<file path="src/rtl/muldiv_ctrl_pkg.sv">
// Shared types for the HI/LO multiply/divide controller: decoded op codes,
// controller state encoding, widths and the muldiv-class membership test.
package muldiv_ctrl_pkg;

    localparam int unsigned DATA_W    = 32;
    localparam int unsigned DIV_ITERS = 32;
    localparam int unsigned CNT_W     = 6;

    typedef enum logic [3:0] {
        OP_NOP   = 4'd0,
        OP_ADD   = 4'd1,
        OP_SUB   = 4'd2,
        OP_AND   = 4'd3,
        OP_OR    = 4'd4,
        OP_SLT   = 4'd5,
        OP_LW    = 4'd6,
        OP_SW    = 4'd7,
        OP_MULT  = 4'd8,
        OP_MULTU = 4'd9,
        OP_DIV   = 4'd10,
        OP_DIVU  = 4'd11,
        OP_MTHI  = 4'd12,
        OP_MTLO  = 4'd13,
        OP_MFHI  = 4'd14,
        OP_MFLO  = 4'd15
    } op_t;

    typedef enum logic [1:0] {
        IDLE     = 2'd0,
        MUL_BUSY = 2'd1,
        DIV_BUSY = 2'd2,
        DONE     = 2'd3
    } muldiv_state_t;

    // Ops that this controller acts on; MFHI/MFLO only read hi/lo.
    function automatic logic is_muldiv(input op_t op);
        case (op)
            OP_MULT, OP_MULTU, OP_DIV, OP_DIVU, OP_MTHI, OP_MTLO: return 1'b1;
            default:                                             return 1'b0;
        endcase
    endfunction

endpackage

</file>
<file path="src/rtl/muldiv_ctrl_div_iter.sv">
// Restoring divider datapath: one quotient bit per step pulse on unsigned
// magnitudes; load primes the partial remainder and the quotient shifter.
module muldiv_ctrl_div_iter
    import muldiv_ctrl_pkg::*;
(
    input  logic              clk,
    input  logic              load,
    input  logic              step,
    input  logic [DATA_W-1:0] dividend,
    input  logic [DATA_W-1:0] divisor,
    output logic [DATA_W-1:0] quotient,
    output logic [DATA_W-1:0] remainder
);

    logic [DATA_W-1:0] dsr;
    logic [DATA_W:0]   trial_c;
    logic [DATA_W:0]   diff_c;

    // Partial remainder shifted left with the next dividend bit pulled in.
    assign trial_c = {remainder, quotient[DATA_W-1]};
    assign diff_c  = trial_c - {1'b0, dsr};

    always_ff @(posedge clk) begin
        if (load) begin
            remainder <= '0;
            quotient  <= dividend;
            dsr       <= divisor;
        end else if (step) begin
            if (!diff_c[DATA_W]) begin
                remainder <= diff_c[DATA_W-1:0];
                quotient  <= {quotient[DATA_W-2:0], 1'b1};
            end else begin
                remainder <= trial_c[DATA_W-1:0];
                quotient  <= {quotient[DATA_W-2:0], 1'b0};
            end
        end
    end

endmodule

</file>
<file path="src/rtl/muldiv_ctrl.sv">
// HI/LO multiply/divide sequencer for the execute stage; owns HI/LO and stalls
// the stage while busy. Define DIV_EARLY_OUT_EN to skip trivial divides.
module muldiv_ctrl
    import muldiv_ctrl_pkg::*;
#(
    parameter int unsigned MUL_LAT = 3
) (
    input  logic              clk,
    input  logic              reset,
    input  logic              req_valid,
    input  op_t               req_op,
    input  logic [DATA_W-1:0] req_a,
    input  logic [DATA_W-1:0] req_b,
    input  logic              flush,
    output logic              stall,
    output logic              busy,
    output logic [DATA_W-1:0] hi,
    output logic [DATA_W-1:0] lo
);

    muldiv_state_t state, state_nxt;
    logic [CNT_W-1:0] cnt;

    logic acc_c, acc_mul_c, acc_div_c, acc_mthi_c, acc_mtlo_c;
    logic div_step_c, res_wr_c;
    logic a_neg_c, b_neg_c, early_c;
    logic [DATA_W-1:0] a_mag_c, b_mag_c;

    logic signed [DATA_W:0]     mul_a, mul_b;
    logic signed [2*DATA_W-1:0] prod_c;
    logic [2*DATA_W-1:0]        mul_pipe [MUL_LAT];
    logic [2*DATA_W-1:0]        mul_res_c;

    logic op_div, div_zero, div_early, div_neg_q, div_neg_r;
    logic [DATA_W-1:0] div_a_raw, quo, rem, res_hi_c, res_lo_c;

    // Request decode; only IDLE accepts, and flush kills the request.
    assign acc_c      = (state == IDLE) && req_valid && !flush && is_muldiv(req_op);
    assign acc_mul_c  = acc_c && (req_op == OP_MULT || req_op == OP_MULTU);
    assign acc_div_c  = acc_c && (req_op == OP_DIV || req_op == OP_DIVU);
    assign acc_mthi_c = acc_c && (req_op == OP_MTHI);
    assign acc_mtlo_c = acc_c && (req_op == OP_MTLO);

    assign a_neg_c = (req_op == OP_DIV) && req_a[DATA_W-1];
    assign b_neg_c = (req_op == OP_DIV) && req_b[DATA_W-1];
    assign a_mag_c = a_neg_c ? DATA_W'(-req_a) : req_a;
    assign b_mag_c = b_neg_c ? DATA_W'(-req_b) : req_b;

`ifdef DIV_EARLY_OUT_EN
    assign early_c = (req_b == '0) || (a_mag_c < b_mag_c);
`else
    assign early_c = 1'b0;
`endif

    always_ff @(posedge clk) begin
        if (reset) begin
            state <= IDLE;
        end else begin
            state <= state_nxt;
        end
    end

    always_comb begin
        state_nxt = state;
        if (flush) begin
            state_nxt = IDLE;
        end else begin
            case (state)
                IDLE: begin
                    if (acc_mul_c) begin
                        state_nxt = MUL_BUSY;
                    end else if (acc_div_c) begin
                        state_nxt = early_c ? DONE : DIV_BUSY;
                    end
                end
                MUL_BUSY, DIV_BUSY: begin
                    if (cnt == CNT_W'(1)) begin
                        state_nxt = DONE;
                    end
                end
                DONE:    state_nxt = IDLE;
                default: state_nxt = IDLE;
            endcase
        end
    end

    always_comb begin
        stall      = 1'b0;
        busy       = (state != IDLE);
        div_step_c = 1'b0;
        res_wr_c   = 1'b0;
        case (state)
            IDLE:     stall = acc_mul_c || acc_div_c;
            MUL_BUSY: stall = !flush;
            DIV_BUSY: begin
                stall      = !flush;
                div_step_c = !flush;
            end
            DONE:     res_wr_c = !flush;
            default:  stall = 1'b0;
        endcase
    end

    always_ff @(posedge clk) begin
        if (reset || flush) begin
            cnt <= '0;
        end else if (acc_mul_c) begin
            cnt <= CNT_W'(MUL_LAT);
        end else if (acc_div_c) begin
            cnt <= early_c ? '0 : CNT_W'(DIV_ITERS);
        end else if ((state == MUL_BUSY || state == DIV_BUSY) && cnt != '0) begin
            cnt <= cnt - CNT_W'(1);
        end
    end

    // Operand and sign-fixup capture at acceptance.
    always_ff @(posedge clk) begin
        if (reset) begin
            mul_a     <= '0;
            mul_b     <= '0;
            op_div    <= 1'b0;
            div_zero  <= 1'b0;
            div_early <= 1'b0;
            div_neg_q <= 1'b0;
            div_neg_r <= 1'b0;
            div_a_raw <= '0;
        end else if (acc_mul_c) begin
            mul_a  <= {(req_op == OP_MULT) && req_a[DATA_W-1], req_a};
            mul_b  <= {(req_op == OP_MULT) && req_b[DATA_W-1], req_b};
            op_div <= 1'b0;
        end else if (acc_div_c) begin
            op_div    <= 1'b1;
            div_zero  <= (req_b == '0);
            div_early <= early_c;
            div_neg_q <= a_neg_c ^ b_neg_c;
            div_neg_r <= a_neg_c;
            div_a_raw <= req_a;
        end
    end

    // Registered product followed by a delay chain; the tail is ready by DONE.
    assign prod_c    = 64'(mul_a) * 64'(mul_b);
    assign mul_res_c = mul_pipe[MUL_LAT-1];

    always_ff @(posedge clk) begin
        mul_pipe[0] <= prod_c;
        for (int i = 1; i < int'(MUL_LAT); i++) begin
            mul_pipe[i] <= mul_pipe[i-1];
        end
    end

    muldiv_ctrl_div_iter u_div (
        .clk       (clk),
        .load      (acc_div_c),
        .step      (div_step_c),
        .dividend  (a_mag_c),
        .divisor   (b_mag_c),
        .quotient  (quo),
        .remainder (rem)
    );

    // Result select with divide sign fixups; zero divisor bypasses the fixup.
    always_comb begin
        res_hi_c = mul_res_c[2*DATA_W-1:DATA_W];
        res_lo_c = mul_res_c[DATA_W-1:0];
        if (op_div) begin
            if (div_zero) begin
                res_lo_c = '1;
                res_hi_c = div_a_raw;
            end else if (div_early) begin
                res_lo_c = '0;
                res_hi_c = div_a_raw;
            end else begin
                res_lo_c = div_neg_q ? DATA_W'(-quo) : quo;
                res_hi_c = div_neg_r ? DATA_W'(-rem) : rem;
            end
        end
    end

    always_ff @(posedge clk) begin
        if (reset) begin
            hi <= '0;
            lo <= '0;
        end else if (res_wr_c) begin
            hi <= res_hi_c;
            lo <= res_lo_c;
        end else begin
            if (acc_mthi_c) hi <= req_a;
            if (acc_mtlo_c) lo <= req_a;
        end
    end

endmodule

</file>
<file path="config.mk">
export PLATFORM = sky130hd
export DESIGN_NAME = muldiv_ctrl
export DESIGN_NICKNAME = d
export VERILOG_FILES = /design/src/rtl/muldiv_ctrl_pkg.sv /design/src/rtl/muldiv_ctrl_div_iter.sv /design/src/rtl/muldiv_ctrl.sv
export SDC_FILE = /design/constraint.sdc
export NUM_CORES = 2
export LEC_CHECK = 0
export CORE_ASPECT_RATIO = 0.9
export CORE_UTILIZATION = 52
export CTS_CLUSTER_SIZE = 14
export DETAILED_ROUTE_END_ITERATION = 6
export PLACE_DENSITY = 0.79
export SETUP_SLACK_MARGIN = 0.05
export SLEW_MARGIN = 30
export SYNTH_ARGS = -nofsm -noshare
export SYNTH_HDL_FRONTEND = slang
export SYNTH_HIERARCHICAL = 1
export SYNTH_SLANG_ARGS = --single-unit
</file>
<file path="constraint.sdc">
create_clock -name clk -period 12.5 [get_ports clk]
set_input_delay 3.75 -clock clk [delete_from_list [all_inputs] [get_ports clk]]
set_output_delay 3.75 -clock clk [all_outputs]
set_load 0.03 [all_outputs]
</file>
=== Yosys cells after proc, flatten, opt, wreduce, memory -nomap -nowiden ===
Memories as Yosys holds them, arrays and structs flattened.
Index checks and enable logic that the tools add are counted.

* Register bits: 270
* Memories kept: 1
* Output and inout port bits: 66
* Word-level logic and storage cells: 100
* Bits of input ports: 72
* RAM bits: 192

{| class="wikitable"
|+ Memories
! name !! words !! bits a word !! read ports !! clocked after Yosys merged registers in !! wr ports !! line !! RTL
|-
| mul_pipe || 3 || 64 || 3 || 0 || 3 || muldiv_ctrl.sv:31 || <nowiki>logic [2*DATA_W-1:0] mul_pipe [MUL_LAT];</nowiki>
|}

* Multipliers: 1
* Reduce and logical (&&, ||, !) cells: 35
* Bitwise gates (word level): 2
* Equality and inequality tests: 12
* Add/sub/neg operators: 6
* Multiplexer cells: 27

{| class="wikitable"
|+ Operator list
! operator !! count
|-
| $mux 32 || 15
|-
| $neg 32->32 || 4
|-
| $mul 33x33->64 || 1
|-
| $sub 33x32->33 || 1
|-
| $logic_not 32->1 || 1
|-
| $eq 4x4->1 const B || 6
|-
| $logic_and 1x1->1 || 12
|-
| $mux 6 || 2
|-
| $reduce_bool 2->1 || 5
|-
| $mux 2 || 4
|-
| $reduce_or 2->1 || 4
|-
| $eq 6x1->1 const B || 1
|-
| $pmux 2 s3 || 1
|-
| $reduce_bool 6->1 || 1
|-
| $reduce_or 6->1 || 1
|-
| $sub 6x1->6 const B || 1
|-
| $logic_or 1x1->1 || 5
|-
| $eq 2x2->1 const B || 2
|-
| $mux 1 || 4
|-
| $reduce_and 2->1 || 2
|-
| $ne 3x3->1 const B || 1
|-
| $reduce_bool 3->1 || 1
|-
| $reduce_or 3->1 || 1
|-
| $eq 2x1->1 const B || 1
|-
| 6 further kinds || 6
|}

=== Longest topological paths before layout ===
* Word-level depth: 8
* Mapped depth: 28
* Mapped depth without buffers: 26

=== By module ===
The synthesis kept the hierarchy.

{| class="wikitable"
|+ By module, submodules not included
! module !! area an instance (um2) !! sequential area each (um2) !! cells an instance !! times used
|-
| muldiv_ctrl || 52311.4 || 7327.0 || 5706 || 1
|-
| muldiv_ctrl_div_iter || 5833.1 || 2562.5 || 575 || 1
|}

=== Worst setup path after synthesis ===
OpenSTA, ideal clock, no wires.

* Kind: input-to-output
* Start: input flush
* End: output stall
* Slack: 3.879 ns
* Buffers on the path: 1
* Cell stages on the path: 4
* Required time: 8.750 ns
* Data arrival time: 4.871 ns
* Path through: nand4b_1 or2_2 clkbuf_1 a21oi_1

* Word-level cells in the longest chain between the ends: 6
* Elaborated cells between the ends (all ways): 7

{| class="wikitable"
|+ RTL lines
! item !! line !! RTL
|-
| start: declaration || muldiv_ctrl.sv:14 || <nowiki>input logic flush,</nowiki>
|-
| $logic_not 1->1 (*) || muldiv_ctrl.sv:38, muldiv_ctrl.sv:94, muldiv_ctrl.sv:96 ||
|-
| $logic_and 1x1->1 (2 in a row) || muldiv_ctrl.sv:38 || <nowiki>assign acc_c = (state == IDLE) && req_valid && !flush && is_muldiv(req_op);</nowiki>
|-
| $logic_and 1x1->1, on equally long branches || muldiv_ctrl.sv:39, muldiv_ctrl.sv:40 ||
|-
| $logic_or 1x1->1 || muldiv_ctrl.sv:93 || <nowiki>IDLE: stall = acc_mul_c || acc_div_c;</nowiki>
|-
| $pmux 1 s2 (*) || muldiv_ctrl.sv:92 || <nowiki>case (state)</nowiki>
|-
| end: declaration || muldiv_ctrl.sv:15 || <nowiki>output logic stall,</nowiki>
|}

Every way passes the cells marked *; elsewhere a longest branch is shown, timed or not.

=== Worst setup path after layout ===
Ends and elaborated chain as after synthesis.

==> flow_summary.json <==
{
  "htree_levels": 2,
  "worstPathArrival_ns": 5.77,
  "drt_first_pass_iters": 6,
  "clk_pin_slew_ns": 0.07,
  "grt_usage_pct": 28.3,
  "clock.fmax_ghz": 0.105,
  "switching_share_pct": 33.9,
  "grt_max_degree": 98,
  "peakVddDrop_mv": 0.122,
  "cts.sinks": 462,
  "cts_tree": "done",
  "vias_per_cell": 5.72,
  "r2r-end": "mul_pipe[0][56]",
  "tightest_slew_ns": 0.983,
  "synthCells": 6281,
  "worst_path_largest_cell_delay_ns": 0.68,
  "period_share_pct": 76.2,
  "layout.nets": 7635,
  "dpl.hpwl_um": 120000,
  "power_density_nw_per_um2": 65.6,
  "die_x_um": 354,
  "r2r_cells": 24,
  "setup_viol": 0,
  "pin_count": 138,
  "worstSetupEndpointType": "output pin",
  "r2r-start": "mul_a[16]",
  "antenna_found_initial": 5,
  "p_seq_share_pct": 42.4,
  "netlist_area_um2": 58100,
  "slew-limit-headroom_pct": 34.4,
  "coreArea_um2": 110000,
  "leakage_nw": 29.2,
  "clk_latency_ns": 0.57,
  "overflow": 0,
  "setup_tns_ns": 0,
  "grt_pass1_wl_um": 252000,
  "seq_area_frac_synth_pct": 17.0,
  "rows": 115,
  "hp-class": "reg -> reg",
  "post_cts_buffers": 0,
  "rsz0062_at_grt": "no",
  "finalMaxSlewViolations": 0,
  "status": "finished, final reports clean",
  "clock_skew_ns": 0.0266,
  "synth_cell_types": 92,
  "cts_root_buf": "clkbuf_16",
  "wl_um": 157000,
  "portBuffers": 137,
  "critPathKind": "in -> out",
  "synth_ff_type": "dfxtp_1",
  "start_util_pct": 52.8,
  "largest_reg_flops": 192,
  "drive_gt1_share_pct": 4.27,
  "cp_max_fo": 7,
  "critPathTopFamily": "buffers and inverters",
  "cts_resized": 0,
  "die-height_um": 319,
  "dieArea_um2": 113000,
  "power_frac_clock_pct": 32.3,
  "worstPathRequired_ns": 8.75,
  "crit_buf_inv": 2,
  "crit_slowest_cell": "clkdlybuf4s50_1",
  "hold_viol": 0,
  "synth.avg_cell_area_um2": 9.26,
  "crit_chain": "clkdlybuf4s50_1 -> nand4b_1 -> or2_2 -> a21oi_1 -> clkdlybuf4s50_1",
  "area_growth_pct": 6.66,
  "ys_ff_latch": 462,
  "p_comb_share_pct": 25.3,
  "routabilityCongestion": 0.941,
  "ys_warn_count": 6,
  "cp.depth": 5,
  "crit_start": "flush",
  "post-route-util_pct": 56.3,
  "r2r_slack_ns": 3.47,
  "largest_register": "mul_pipe",
  "startpoint_type": "input pin",
  "period_needed_ns": 9.52,
  "ys_async_sr_fraction_pct": 0,
  "maxCapViolCount": 0,
  "p_int_mw": 2.69,
  "n_fill_cell": 9367,
  "dr_total_vias": 43900,
  "drt-initial-drc-count": 3804,
  "ant_nets": 0,
  "power_switching_mw": 1.38,
  "cpMostUsedCell": "clkdlybuf4s50_1",
  "worstSetupEndpoint": "stall",
  "clk_path_buf_depth": 3,
  "grt_pass1_vias": 45900,
  "hold_buffers": 0,
  "reg_top3": "mul_pipe x192, mul_a x33, mul_b x33",
  "post_drt_wl_per_cell_um": 20.4,
  "drc": 0,
  "synth_edf_count": 64,
  "cts-buffers-inserted": 43,
  "synth_fp_nets": 7734,
  "antenna_cells": 0
}
[worst min-delay path by stage]
stage	from	to	slack [ns]	cells after the start
floorplan	mul_pipe[0][36]	mul_pipe[0][100]	0.31	0
global placement	mul_pipe[0][60]	mul_pipe[0][124]	0.31	0
detailed placement	mul_pipe[0][62]	mul_pipe[0][126]	0.31	0
CTS	mul_pipe[0][51]	mul_pipe[0][115]	0.32	0
global route	mul_pipe[0][3]	mul_pipe[0][67]	0.33	0
finish	mul_pipe[0][3]	mul_pipe[0][67]	0.32	0
[cells in the mapped netlist (62+ instances only)]
| cell type | count | share of area [%] |
|---|---|---|
| inv_1 | 1172 | 7.6 |
| fa_1 | 1126 | 39 |
| nand2_1 | 905 | 5.8 |
| and2_1 | 555 | 6.0 |
| dfxtp_1 | 398 | 14 |
| clkbuf_1 | 331 | 2.1 |
| ha_1 | 255 | 5.5 |
| a21oi_1 | 241 | 2.1 |
| nor2_1 | 157 | 1.0 |
| xnor2_1 | 131 | 2.0 |
| o21ai_0 | 99 | 0.85 |
| xor2_1 | 95 | 1.4 |
| a211oi_1 | 75 | 0.97 |
| edfxtp_1 | 64 | 3.3 |
| nor2b_1 | 62 | 0.67 |
[worst reg2reg max path: stages (launching register included)]
cell	delay (ns)
dfxtp_1	0.74
buf_4	0.43
nand2_1	0.16
fa_1	0.51
fa_1	0.49
inv_1	0.05
fa_1	0.48
inv_1	0.06
fa_1	0.56
fa_1	0.45
fa_1	0.54
inv_1	0.05
fa_1	0.47
inv_1	0.05
fa_1	0.49
inv_1	0.06
ha_1	0.36
o211ai_1	0.23
a2bb2oi_1	0.32
nand4_1	0.33
a21oi_1	0.50
a22oi_1	0.31
o41ai_1	0.86
o21ai_0	0.26
xnor2_1	0.18
[logic make-up after synthesis]
logic type      Yosys count  share of synthesized area [%]
xor+xnor                227                           3.45
buf+inv                1539                           10.1
compound gates          702                           8.12
simple gates           1910                           16.0
mux                      60                           1.10
fa+ha+maj              1381                           44.3
flops                   462                           17.0
[layer usage]
metal,share of wire [%],track usage (%),up-vias
met4,5.0,12.4,6
met5,0.021,0,-
li1,-,-,18900
met3,9.7,4.66,430
met1,40,39.0,22200
met2,45,44.0,2222
[cell type report]
type | instances | area, um2 | share of cell area, %
sequential | 462 | 9910 | 16.0
multi-input combinational | 4280 | 42500 | 68.5
clock inverter | 11 | 134 | 0.216
inverter | 1173 | 4410 | 7.10
tap | 1462 | 1830 | 2.95
clock buffer | 62 | 1250 | 2.01
timing repair buffer | 222 | 2030 | 3.27
[cells in the final DEF, fill, tap and decap left out, drive strengths merged, types with 10 or more instances in the layout]
master	netlist	layout
nand2b	22	22
a311oi	38	38
o41ai	15	15
dfxtp	398	398
a211oi	77	77
nor4	13	13
xnor2	131	131
ha	255	255
and2	555	555
o21bai	11	11
clkbuf	332	62
a21oi	242	242
nand4	24	24
a21boi	10	10
o221ai	22	22
o31ai	34	34
o21ai	107	107
nor2	157	157
fa	1126	1126
mux2	33	33
clkdlybuf4s50	0	136
nor3b	10	10
nand2	905	905
nor3	59	59
mux2i	27	27
a21o	48	48
xor2	96	96
edfxtp	64	64
inv	1172	1174
or3	12	12
nor2b	62	62
and3	14	14
or4	15	15
nand3	29	29
o21a	16	16
or2	13	13
a31oi	16	16
buf	33	86
[power groups by stage]
stage / sequential [mW] / clock, mW / combinational (mW)
finish: 1.73 / 1.31 / 1.03
global route: 1.73 / 1.38 / 1.11
CTS: 1.72 / 1.32 / 0.997
detailed placement: 1.75 / 0 / 0.987
global placement: 1.75 / 0 / 0.967
floorplan: 1.69 / 0 / 0.730
[metrics by stage]
stage	worst slack (ns)	instance area (um2)	hold slack, ns	instances	power [mW]
4_1_cts	2.98	62000	0.323	7671	4.03
5_1_grt	2.88	62000	0.325	7672	4.23
6_report	2.98	62000	0.320	7672	4.07
2_1_floorplan	3.88	58100	0.310	6281	2.42
3_3_place_gp	2.97	60600	0.310	7598	2.71
3_5_place_dp	2.98	60600	0.312	7598	2.74
Power figures use the tool's default switching activity.
